### config.mk
export PLATFORM = sky130hd
export DESIGN_NAME = hc595_rx
export DESIGN_NICKNAME = d
export VERILOG_FILES = /design/src/rtl/hc595_rx_pkg.sv /design/src/rtl/hc595_rx_sync.sv /design/src/rtl/hc595_rx_sync_rise.sv /design/src/rtl/hc595_rx.sv
export SDC_FILE = /design/constraint.sdc
export NUM_CORES = 1
export LEC_CHECK = 0
export CORE_ASPECT_RATIO = 2
export CORE_UTILIZATION = 51
export DETAILED_ROUTE_END_ITERATION = 12
export GPL_TIMING_DRIVEN = 0
export PLACE_DENSITY = 0.77
export SYNTH_ARGS = -nofsm -noshare
export SYNTH_HDL_FRONTEND = slang
export SYNTH_SLANG_ARGS = --single-unit
export TNS_END_PERCENT = 20
### constraint.sdc
create_clock -name sys_clk -period 1.2 [get_ports sys_clk]
set_clock_uncertainty 0.1 [all_clocks]
set_input_delay 0.24 -clock sys_clk [delete_from_list [all_inputs] [get_ports sys_clk]]
set_output_delay 0.24 -clock sys_clk [all_outputs]
set_load 0.03 [all_outputs]
### src/rtl/hc595_rx_pkg.sv
// rtl/hc595_rx_pkg.sv - shared widths and word-to-segment mapping for the 74HC595 receiver
package hc595_rx_pkg;

    localparam int SEL_W     = 6;
    localparam int SEG_W     = 8;
    localparam int WORD_W    = 14;
    localparam int BIT_CNT_W = 4;

    localparam logic [BIT_CNT_W-1:0] BIT_CNT_FULL = BIT_CNT_W'(WORD_W);
    localparam logic [BIT_CNT_W-1:0] BIT_CNT_MAX  = '1;

    // Segment bits sit MSB-first at the top of the word: seg[k] = word[13-k].
    function automatic logic [SEG_W-1:0] word_to_seg(input logic [WORD_W-1:0] word);
        logic [SEG_W-1:0] seg_v;
        seg_v = '0;
        for (int k = 0; k < SEG_W; k++) begin
            seg_v[k] = word[WORD_W-1-k];
        end
        return seg_v;
    endfunction

endpackage

### src/rtl/hc595_rx_sync.sv
// rtl/hc595_rx_sync.sv - plain multi-flop synchronizer with selectable reset value
module hc595_rx_sync #(
    parameter int   STAGES  = 2,
    parameter logic RST_VAL = 1'b0
) (
    input  logic clk_i,
    input  logic rst_ni,
    input  logic d_i,
    output logic q_o
);

    logic [STAGES-1:0] chain_q;

    always_ff @(posedge clk_i or negedge rst_ni) begin
        if (!rst_ni) begin
            chain_q <= {STAGES{RST_VAL}};
        end else begin
            chain_q <= {chain_q[STAGES-2:0], d_i};
        end
    end

    assign q_o = chain_q[STAGES-1];

endmodule

### src/rtl/hc595_rx_sync_rise.sv
// rtl/hc595_rx_sync_rise.sv - synchronizer followed by a registered one-cycle rising-edge pulse
module sync_rise #(
    parameter int SYNC_STAGES = 2
) (
    input  logic clk_i,
    input  logic rst_ni,
    input  logic d_i,
    output logic rise_o
);

    logic sync_s;
    logic prev_q;
    logic rise_q;

    hc595_rx_sync #(
        .STAGES  (SYNC_STAGES),
        .RST_VAL (1'b0)
    ) u_sync (
        .clk_i  (clk_i),
        .rst_ni (rst_ni),
        .d_i    (d_i),
        .q_o    (sync_s)
    );

    always_ff @(posedge clk_i or negedge rst_ni) begin
        if (!rst_ni) begin
            prev_q <= 1'b0;
            rise_q <= 1'b0;
        end else begin
            prev_q <= sync_s;
            rise_q <= sync_s & ~prev_q;
        end
    end

    assign rise_o = rise_q;

endmodule

### src/rtl/hc595_rx.sv
// rtl/hc595_rx.sv - 74HC595 bus snooper latching sel/seg; HC595_RX_FRAME_CHK_EN enables bit-count checking
module hc595_rx
    import hc595_rx_pkg::*;
#(
    parameter int SYNC_STAGES = 2
) (
    input  logic             sys_clk,
    input  logic             sys_rst_n,
    input  logic             ds,
    input  logic             shcp,
    input  logic             stcp,
    input  logic             oe,
    output logic [SEL_W-1:0] sel,
    output logic [SEG_W-1:0] seg,
    output logic             blank,
    output logic             data_valid,
    output logic             frame_err
);

    logic ds_s;
    logic oe_s;
    logic shcp_rise;
    logic stcp_rise;

    hc595_rx_sync #(.STAGES(SYNC_STAGES), .RST_VAL(1'b0)) u_ds_sync (
        .clk_i (sys_clk), .rst_ni (sys_rst_n), .d_i (ds), .q_o (ds_s)
    );

    hc595_rx_sync #(.STAGES(SYNC_STAGES), .RST_VAL(1'b1)) u_oe_sync (
        .clk_i (sys_clk), .rst_ni (sys_rst_n), .d_i (oe), .q_o (oe_s)
    );

    sync_rise #(.SYNC_STAGES(SYNC_STAGES)) u_shcp_rise (
        .clk_i (sys_clk), .rst_ni (sys_rst_n), .d_i (shcp), .rise_o (shcp_rise)
    );

    sync_rise #(.SYNC_STAGES(SYNC_STAGES)) u_stcp_rise (
        .clk_i (sys_clk), .rst_ni (sys_rst_n), .d_i (stcp), .rise_o (stcp_rise)
    );

    // The rise pulses come out one flop after the sync chain, so ds gets the same extra flop.
    logic              ds_q;
    logic [WORD_W-1:0] sr_q,  sr_d;
    logic [SEL_W-1:0]  sel_q, sel_d;
    logic [SEG_W-1:0]  seg_q, seg_d;
    logic              blank_q;
    logic              dv_q,  dv_d;

`ifdef HC595_RX_FRAME_CHK_EN
    logic [BIT_CNT_W-1:0] bit_cnt_q, bit_cnt_d;
    logic                 fe_q, fe_d;
`endif

    always_comb begin
        sr_d  = sr_q;
        sel_d = sel_q;
        seg_d = seg_q;
        dv_d  = 1'b0;
        if (shcp_rise) begin
            sr_d = {ds_q, sr_q[WORD_W-1:1]};
        end
`ifdef HC595_RX_FRAME_CHK_EN
        fe_d      = 1'b0;
        bit_cnt_d = bit_cnt_q;
        if (stcp_rise) begin
            if (bit_cnt_q == BIT_CNT_FULL) begin
                sel_d = sr_q[SEL_W-1:0];
                seg_d = word_to_seg(sr_q);
                dv_d  = 1'b1;
            end else begin
                fe_d = 1'b1;
            end
            // A coincident shift belongs to the next frame.
            bit_cnt_d = shcp_rise ? BIT_CNT_W'(1) : '0;
        end else if (shcp_rise && (bit_cnt_q != BIT_CNT_MAX)) begin
            bit_cnt_d = bit_cnt_q + 1'b1;
        end
`else
        if (stcp_rise) begin
            sel_d = sr_q[SEL_W-1:0];
            seg_d = word_to_seg(sr_q);
            dv_d  = 1'b1;
        end
`endif
    end

    always_ff @(posedge sys_clk or negedge sys_rst_n) begin
        if (!sys_rst_n) begin
            ds_q    <= 1'b0;
            sr_q    <= '0;
            sel_q   <= '0;
            seg_q   <= '0;
            blank_q <= 1'b1;
            dv_q    <= 1'b0;
        end else begin
            ds_q    <= ds_s;
            sr_q    <= sr_d;
            sel_q   <= sel_d;
            seg_q   <= seg_d;
            blank_q <= oe_s;
            dv_q    <= dv_d;
        end
    end

`ifdef HC595_RX_FRAME_CHK_EN
    always_ff @(posedge sys_clk or negedge sys_rst_n) begin
        if (!sys_rst_n) begin
            bit_cnt_q <= '0;
            fe_q      <= 1'b0;
        end else begin
            bit_cnt_q <= bit_cnt_d;
            fe_q      <= fe_d;
        end
    end

    assign frame_err = fe_q;
`else
    assign frame_err = 1'b0;
`endif

    assign sel        = sel_q;
    assign seg        = seg_q;
    assign blank      = blank_q;
    assign data_valid = dv_q;

endmodule

Word level (Yosys, flattened, before mapping)
Index checks and enable logic that the tools add are counted.
{"block": "totals", "ff_bits": 43}
{"block": "op_classes", "mux": 1, "bitwise": 4}
{"operator": "$and A1 B1 Y1", "n": 2}
{"operator": "$not A1 Y1", "n": 2}
{"operator": "$mux W1", "n": 1}

Logic depth before layout (Yosys ltp)
Gate-level depths: netlist of run 1.
{"block": "logic_depth", "word_depth": 2, "mapped_depth": 2}

Hierarchy
A second synthesis of run 1 with hierarchy kept.
{"block": "hier_totals", "hier_cells": 77, "area_unflattened_um2": 1456.4}
{"module": "hc595_rx", "seq_area_each_um2": 777.0, "cells_per_inst": 63, "n_inst": 1, "area_per_inst_um2": 1126.1}
{"module": "hc595_rx_sync at u_ds_sync ...", "seq_area_each_um2": 50.0, "cells_per_inst": 2, "n_inst": 3, "area_per_inst_um2": 50.0}
{"module": "sync_rise", "seq_area_each_um2": 50.0, "cells_per_inst": 3, "n_inst": 2, "area_per_inst_um2": 63.8}
{"module": "hc595_rx_sync at u_oe_sync", "seq_area_each_um2": 52.6, "cells_per_inst": 2, "n_inst": 1, "area_per_inst_um2": 52.6}

Least setup slack after synthesis of run 1
Ideal clock, no wire load.
{"block": "synth_timing", "path_type": "reg-to-reg", "start": "register u_stcp_rise.rise_q (netlist: u_stcp_rise.rise_o)", "end": "register seg_q[2] (netlist: seg[2])", "arrival_ns": 0.898, "stages_incl_launch_ff": 3, "setup_time_ns": 0.125, "t_required_ns": 0.975, "synth_period_minus_slack_ns": 1.122, "path_buffers": 1, "slack_ns": 0.078, "path_cell_list": "dfrtp_1 -> buf_6 -> mux2_2"}
{"element": "start, declared", "line": "hc595_rx_sync_rise.sv:13", "rtl": "logic rise_q;"}
{"element": "start signal, assigned", "line": "hc595_rx_sync_rise.sv:31", "rtl": "rise_q <= sync_s & ~prev_q;"}
{"element": "end signal, assigned", "line": "hc595_rx.sv:99", "rtl": "seg_q <= seg_d;"}
{"element": "end, declared", "line": "hc595_rx.sv:45", "rtl": "logic [SEG_W-1:0] seg_q, seg_d;"}
No word-level cell between the ends.

Worst setup path in the final report of run 1
{"block": "layout_timing", "start": "register blank_q (netlist: blank)", "end": "output port blank"}
{"element": "start, declared", "line": "hc595_rx.sv:46", "rtl": "logic blank_q;"}
{"element": "start signal, assigned", "line": "hc595_rx.sv:100", "rtl": "blank_q <= oe_s;"}
{"element": "end, declared", "line": "hc595_rx.sv:15", "rtl": "output logic blank,"}
No word-level cell between the ends.

==> summary.txt, run 1 <==
Setup path
  – RR Startpoint: u_stcp_rise.rise_o
  – Buf+Inv Stages, Crit Path: 1
  – Reg2Reg Setup Slack: 40 ps
  – WP data arrival: 940 ps
  – CP peak stage delay: 530 ps
  – Critical Path RT: approximately 860 ps
  – R2R Path End: sel[1]
  – CP startpoint kind: register
  – CP Cell Sequence: buf_6
  – R2R cell count: 2
  – CP delay by family, top: flip-flops
  – Crit Path Max Fanout: 1
  – WS Path Type: reg2out
  – Critical path's slowest cell: dfstp_2
  – Critical path endpoint category: primary output

Finish
  – Layout area overhead: 21.2%
  – Filler instances: 212
  – Cell area after layout: 1750 sq um
  – Number of diodes: 0
  – Most frequent cells in the layout: dfrtp_1, mux2_2, buf_6
  – Most common cell after layout, fill and taps aside: dfrtp_1
  – Layout cells sized above 1: 0.557
  – Final non-filler cell total: 135
  – Fin nets: 111

Global routing
  – Initial antenna violation count: 0
  – Pin count of the biggest net entering global routing: 44
  – Global route overflow: 0
  – First-pass GRT wire length: 3250 um
  – GRT Overall Usage: 0.164
  – Vias in the first global route: 689

Timing
  – Hold slack: -44.6 ps
  – Crit share post-route: 1.07
  – Setup violators final: 1
  – Setup ws final: -78.0 ps
  – RSZ-0062 raised after global routing: true
  – Tightest Pin Transition: 871 ps
  – Max-slew headroom: 0.420
  – Fin. max-slew vios: 0
  – Highest clock rate: 782 MHz
  – Final critical-path required period: between 1000 and 1500 ps
  – Hold Vio Cnt, Final: 40

Yosys
  – Seq/Total Area, Yosys: 0.749
  – Post-synthesis cell area: 1440 sq um
  – Synth Instances: just under 80
  – Ys Warns: 0
  – Synthesized flop and latch total: 43
  – Netlist cell types: 7
  – Syn Nets: 83
  – Mean area per synthesized cell: 18.7 sq um

Clock network
  – Postcts setup bufs: 0
  – Worst-path clk slew: 80 ps
  – CTS Sinks: 43
  – CTS tree: done
  – Htree depth: 2
  – Total CTS buffers: 5
  – Clock latency on the worst-skew pair: 290 ps
  – Clock Path Buffers: 2
  – Root buf cell: clkbuf_8

Power
  – Max VDD drop: about 1800 uV
  – Leak: 0.812 nW
  – Pwr Density: 2430 nW/um^2

Run
  – Max Cap Violations: 0

Detailed routing
  – Final ANT Viol Nets: 0
  – Drt first-iter violations: 11
  – DRT Pass-1 Iters: 2
  – DR vias: 685
  – # DRC: 0
  – Via density: 5.07
  – Detailed Route WL: 1930 um
  – Drt wl/cell: ~14 um

Hold path
  – Worst hold-check path type: in2async

Placement
  – Post-Place Cells: 127
  – GPL Wtd Cong: 0.630
  – Input/output buffers: 21
  – Post-DP Area: about 1700 sq um
  – Pre-CTS setup slack: -293 ps

Floorplan
  – Ports: 23
  – Die height: 77.2 um
  – Die X: 39.6 um
  – Placeable Area: around 2700 sq um
  – Site Rows: 27
  – Starting Density: 0.533
  – Die area: 3060 sq um

Run status
  – Outcome: finished, violations left
  – Failing checks: negative hold slack, negative setup slack
## through the flow
stage	power, W	setup TNS [ps]	hold WS, ps	utilization
floorplan	0.00290	0	-156	-
detailed placement	0.00349	-2350	238	0.623
global route	0.00448	-197	37.1	0.646
finish	0.00425	-78.0	-44.6	0.646
CTS	0.00430	-974	-11.4	0.656
global placement	0.00343	-50670	238	0.625
## area by class of cell
type	count	area (sq um)	area share
clock inverters	1	5.00	0.00287
multi-input cells	31	332	0.190
well taps	29	36.3	0.0208
clock buffers	7	76.3	0.0437
plain buffers	3	33.8	0.0193
repair buffers	21	181	0.104
flip-flops and latches	43	1080	0.620
## timing repair
| item | in CTS | in global routing |
|---|---|---|
| resized for setup | 74 | 30 |
| gates cloned | 0 | 0 |
| setup endpoints to repair | 35 | 17 |
| hold endpoints to repair | 40 | 0 |
## kinds of logic (layout without fill, tap and decap cells)
kind of cell	count (synthesis)	in the layout	share of synthesized area
and+or+nand+nor	2	2	0.00868
buffers and inverters	3	32	0.0208
other	1	1	0.00260
DFF	43	43	0.749
muxes	28	28	0.219
## routing by layer
layer | vias to the layer above | part of all wire | GRT usage
met5 | - | 0 | 0
met4 | 0 | 0.043 | 0.124
met3 | 6 | 0.039 | 0.0520
met2 | 15 | 0.51 | 0.223
met1 | 352 | 0.41 | 0.209
li1 | 312 | - | -
## registers in the layout, indices dropped and copies added, names as in the netlist
name	cells
ds_q	1
sel	6
u_stcp_rise.u_sync.chain_q	2
sr_q	14
u_shcp_rise.u_sync.chain_q	2
u_shcp_rise.prev_q	1
data_valid	1
u_oe_sync.chain_q	2
seg	8
u_shcp_rise.rise_o	1
u_stcp_rise.rise_o	1
u_ds_sync.chain_q	2
u_stcp_rise.prev_q	1
blank	1
## worst max-delay path by stage
stage / from / to / slack [ps] / cells after the start
after floorplan: u_stcp_rise.rise_o / seg[2] / 80 / 2
after global placement: sys_rst_n / data_valid / -1160 / 1
after detailed placement: blank / blank / -290 / 1
after CTS: sel[4] / sel[4] / -100 / 1
after global routing: blank / blank / -110 / 1
final: blank / blank / -80 / 1
## synth_stat cells
cell | count | area [sq um]
mux2_2 | 28 | 315
dfrtp_1 | 40 | 1000
buf_4 | 1 | 7.51
buf_6 | 2 | 22.5
conb_1 | 1 | 3.75
nor2b_1 | 2 | 12.5
dfstp_2 | 3 | 78.8
## power breakdown
part,switching [W],leakage [nW],internal (W)
clock network,0.000456,0.0422,0.000408
logic,0.000639,0.251,0.000608
registers,0.000263,0.519,0.00188
(Power assumes the default switching activity.)
==> run 2: changes to the inputs <==
--- a/config.mk
+++ b/config.mk
@@ -10,6 +10,7 @@
 export DETAILED_ROUTE_END_ITERATION = 12
 export GPL_TIMING_DRIVEN = 0
 export PLACE_DENSITY = 0.77
+export SKIP_LAST_GASP = 1
 export SYNTH_ARGS = -nofsm -noshare
 export SYNTH_HDL_FRONTEND = slang
 export SYNTH_SLANG_ARGS = --single-unit
==> summary.txt, run 2 (synthesized netlist as in run 1, its figures left out) <==
Setup path
  – Critical path's slowest cell: dfstp_2 (unchanged)
  – R2R Path End: sel[1] (unchanged)
  – Crit Path Max Fanout: 1 (unchanged)
  – R2R cell count: 2 (unchanged)
  – CP Cell Sequence: buf_6 (unchanged)
  – Critical path endpoint category: primary output (unchanged)
  – CP peak stage delay: 530 ps (about the same)
  – WP data arrival: 940 ps (about the same)
  – WS Path Type: reg2out (unchanged)
  – Worst path depth: 1 (unchanged)
  – Crit path from: blank (unchanged)
  – CP startpoint kind: register (unchanged)
  – Buf+Inv Stages, Crit Path: 1 (unchanged)
  – CP delay by family, top: flip-flops (unchanged)
  – Critical Path RT: 860 ps (about the same)
  – Reg2Reg Setup Slack: -20 ps (was 40 ps)
  – RR Startpoint: u_stcp_rise.rise_o (unchanged)

Detailed routing
  – Drt first-iter violations: 11 (unchanged)
  – Drt wl/cell: 14.3 um (about the same)
  – Via density: 5.07 (unchanged)
  – DR vias: 685 (unchanged)
  – Detailed Route WL: 1930 um (about the same)
  – Final ANT Viol Nets: 0 (unchanged)
  – # DRC: 0 (unchanged)
  – DRT Pass-1 Iters: 2 (unchanged)

Clock network
  – Total CTS buffers: 5 (unchanged)
  – Htree depth: 2 (unchanged)
  – Root buf cell: clkbuf_8 (unchanged)
  – CTS Sinks: 43 (unchanged)
  – CTS tree: done (unchanged)
  – Clock latency on the worst-skew pair: 290 ps (about the same)
  – Postcts setup bufs: 0 (unchanged)
  – Clock Path Buffers: 2 (unchanged)
  – Worst-path clk slew: 80 ps (about the same)

Run
  – Max Cap Violations: 0 (unchanged)

Finish
  – Layout cells sized above 1: 0.538 (was 0.557)
  – Cell area after layout: 1750 sq um (about the same)
  – Most frequent cells in the layout: dfrtp_1, mux2_2, buf_6 (unchanged)
  – Most common cell after layout, fill and taps aside: dfrtp_1 (unchanged)
  – Fin nets: 111 (unchanged)
  – Largest register FFs: 14 (unchanged)
  – Final non-filler cell total: 135 (unchanged)
  – Biggest register: sr_q (unchanged)
  – Layout area overhead: 21.5% (was 21.2%)
  – Number of diodes: 0 (unchanged)

Timing
  – RSZ-0062 raised after global routing: true (unchanged)
  – Hold Vio Cnt, Final: 40 (unchanged)
  – Tightest Pin Transition: 875 ps (was 871 ps)
  – Fin. max-slew vios: 0 (unchanged)
  – Final critical-path required period: 1280 ps (about the same)
  – Setup ws final: -78.1 ps (was -78.0 ps)
  – Setup violators final: 12 (was 1)
  – Max-slew headroom: 0.417 (was 0.420)
  – Setup TNS: -190 ps (was -78.0 ps)
  – Hold slack: -42.9 ps (was -44.6 ps)
  – Crit share post-route: 1.07 (about the same)
  – Highest clock rate: 782 MHz (about the same)

Placement
  – GPL Wtd Cong: 0.630 (unchanged)
  – Post-Place Cells: 127 (unchanged)
  – Post-DP Area: 1680 sq um (unchanged)
  – Input/output buffers: 21 (unchanged)

Global routing
  – Initial antenna violation count: 0 (unchanged)
  – First-pass GRT wire length: 3250 um (unchanged)
  – Vias in the first global route: 689 (unchanged)
  – Global route overflow: 0 (unchanged)
  – GRT Overall Usage: 0.164 (unchanged)
  – Pin count of the biggest net entering global routing: 44 (unchanged)

Power
  – Pwr Density: 2450 nW/um^2 (was 2430 nW/um^2)
  – Max VDD drop: 1780 uV (was 1800 uV)
  – Leak: 0.815 nW (was 0.812 nW)

Floorplan
  – Die X: 39.6 um (unchanged)
  – Ports: 23 (unchanged)
  – Die height: 77.2 um (unchanged)
  – Starting Density: 0.533 (unchanged)
  – Placeable Area: 2700 sq um (unchanged)
  – Site Rows: 27 (unchanged)
  – Die area: 3060 sq um (unchanged)

Hold path
  – Worst hold-check path type: in2async (unchanged)

Run status
  – Outcome: finished, violations left (unchanged)
  – Failing checks: negative hold slack, negative setup slack (unchanged)
[run 2: cell counts in the layout (fill, tap and decap cells not counted)]
Identical to the previous run, type by type.
[run 2: worst max-delay path by stage]
stage                     slack (ps)          to
after CTS                       -100      sel[4]
after global routing            -110       blank
final                            -80       blank
after global placement         -1160  data_valid
after floorplan                   80      seg[2]
after detailed placement        -290       blank
[run 2: power by group]
part           internal [W]  total (W)  switching (W)
logic              0.000639    0.00128       0.000639
clock network      0.000408   0.000864       0.000456
registers           0.00188    0.00214       0.000267
[run 2: final cells by class]
class | count | area, sq um
well taps | 29 | 36.3
clock buffers | 7 | 76.3
clock inverters | 1 | 5.00
flip-flops and latches | 43 | 1080
repair buffers | 21 | 193
fillers | 213 | 951
multi-input cells | 31 | 332
plain buffers | 3 | 30.0
[run 2: what timing repair did]
action	in CTS	in global routing
endpoints found under the hold margin	40	0
gates resized for setup	72	36
setup endpoints to repair	35	35
pin swaps	0	0
[run 2: per-stage QoR]
stage | total power [W] | setup slack, ps | util
2_1_floorplan | 0.00290 | 77.8 | -
3_3_place_gp | 0.00343 | -1160 | 0.625
3_5_place_dp | 0.00349 | -293 | 0.623
4_1_cts | 0.00430 | -103 | 0.655
5_1_grt | 0.00452 | -107 | 0.648
6_report | 0.00429 | -78.1 | 0.648
[run 2: per-layer routing]
layer | GRT usage | share of wire | vias up
met4 | 0.124 | 0.042 | 0
met1 | 0.209 | 0.41 | 351
met2 | 0.223 | 0.51 | 15
met5 | 0 | 0 | -
li1 | - | - | 313
met3 | 0.0520 | 0.038 | 6
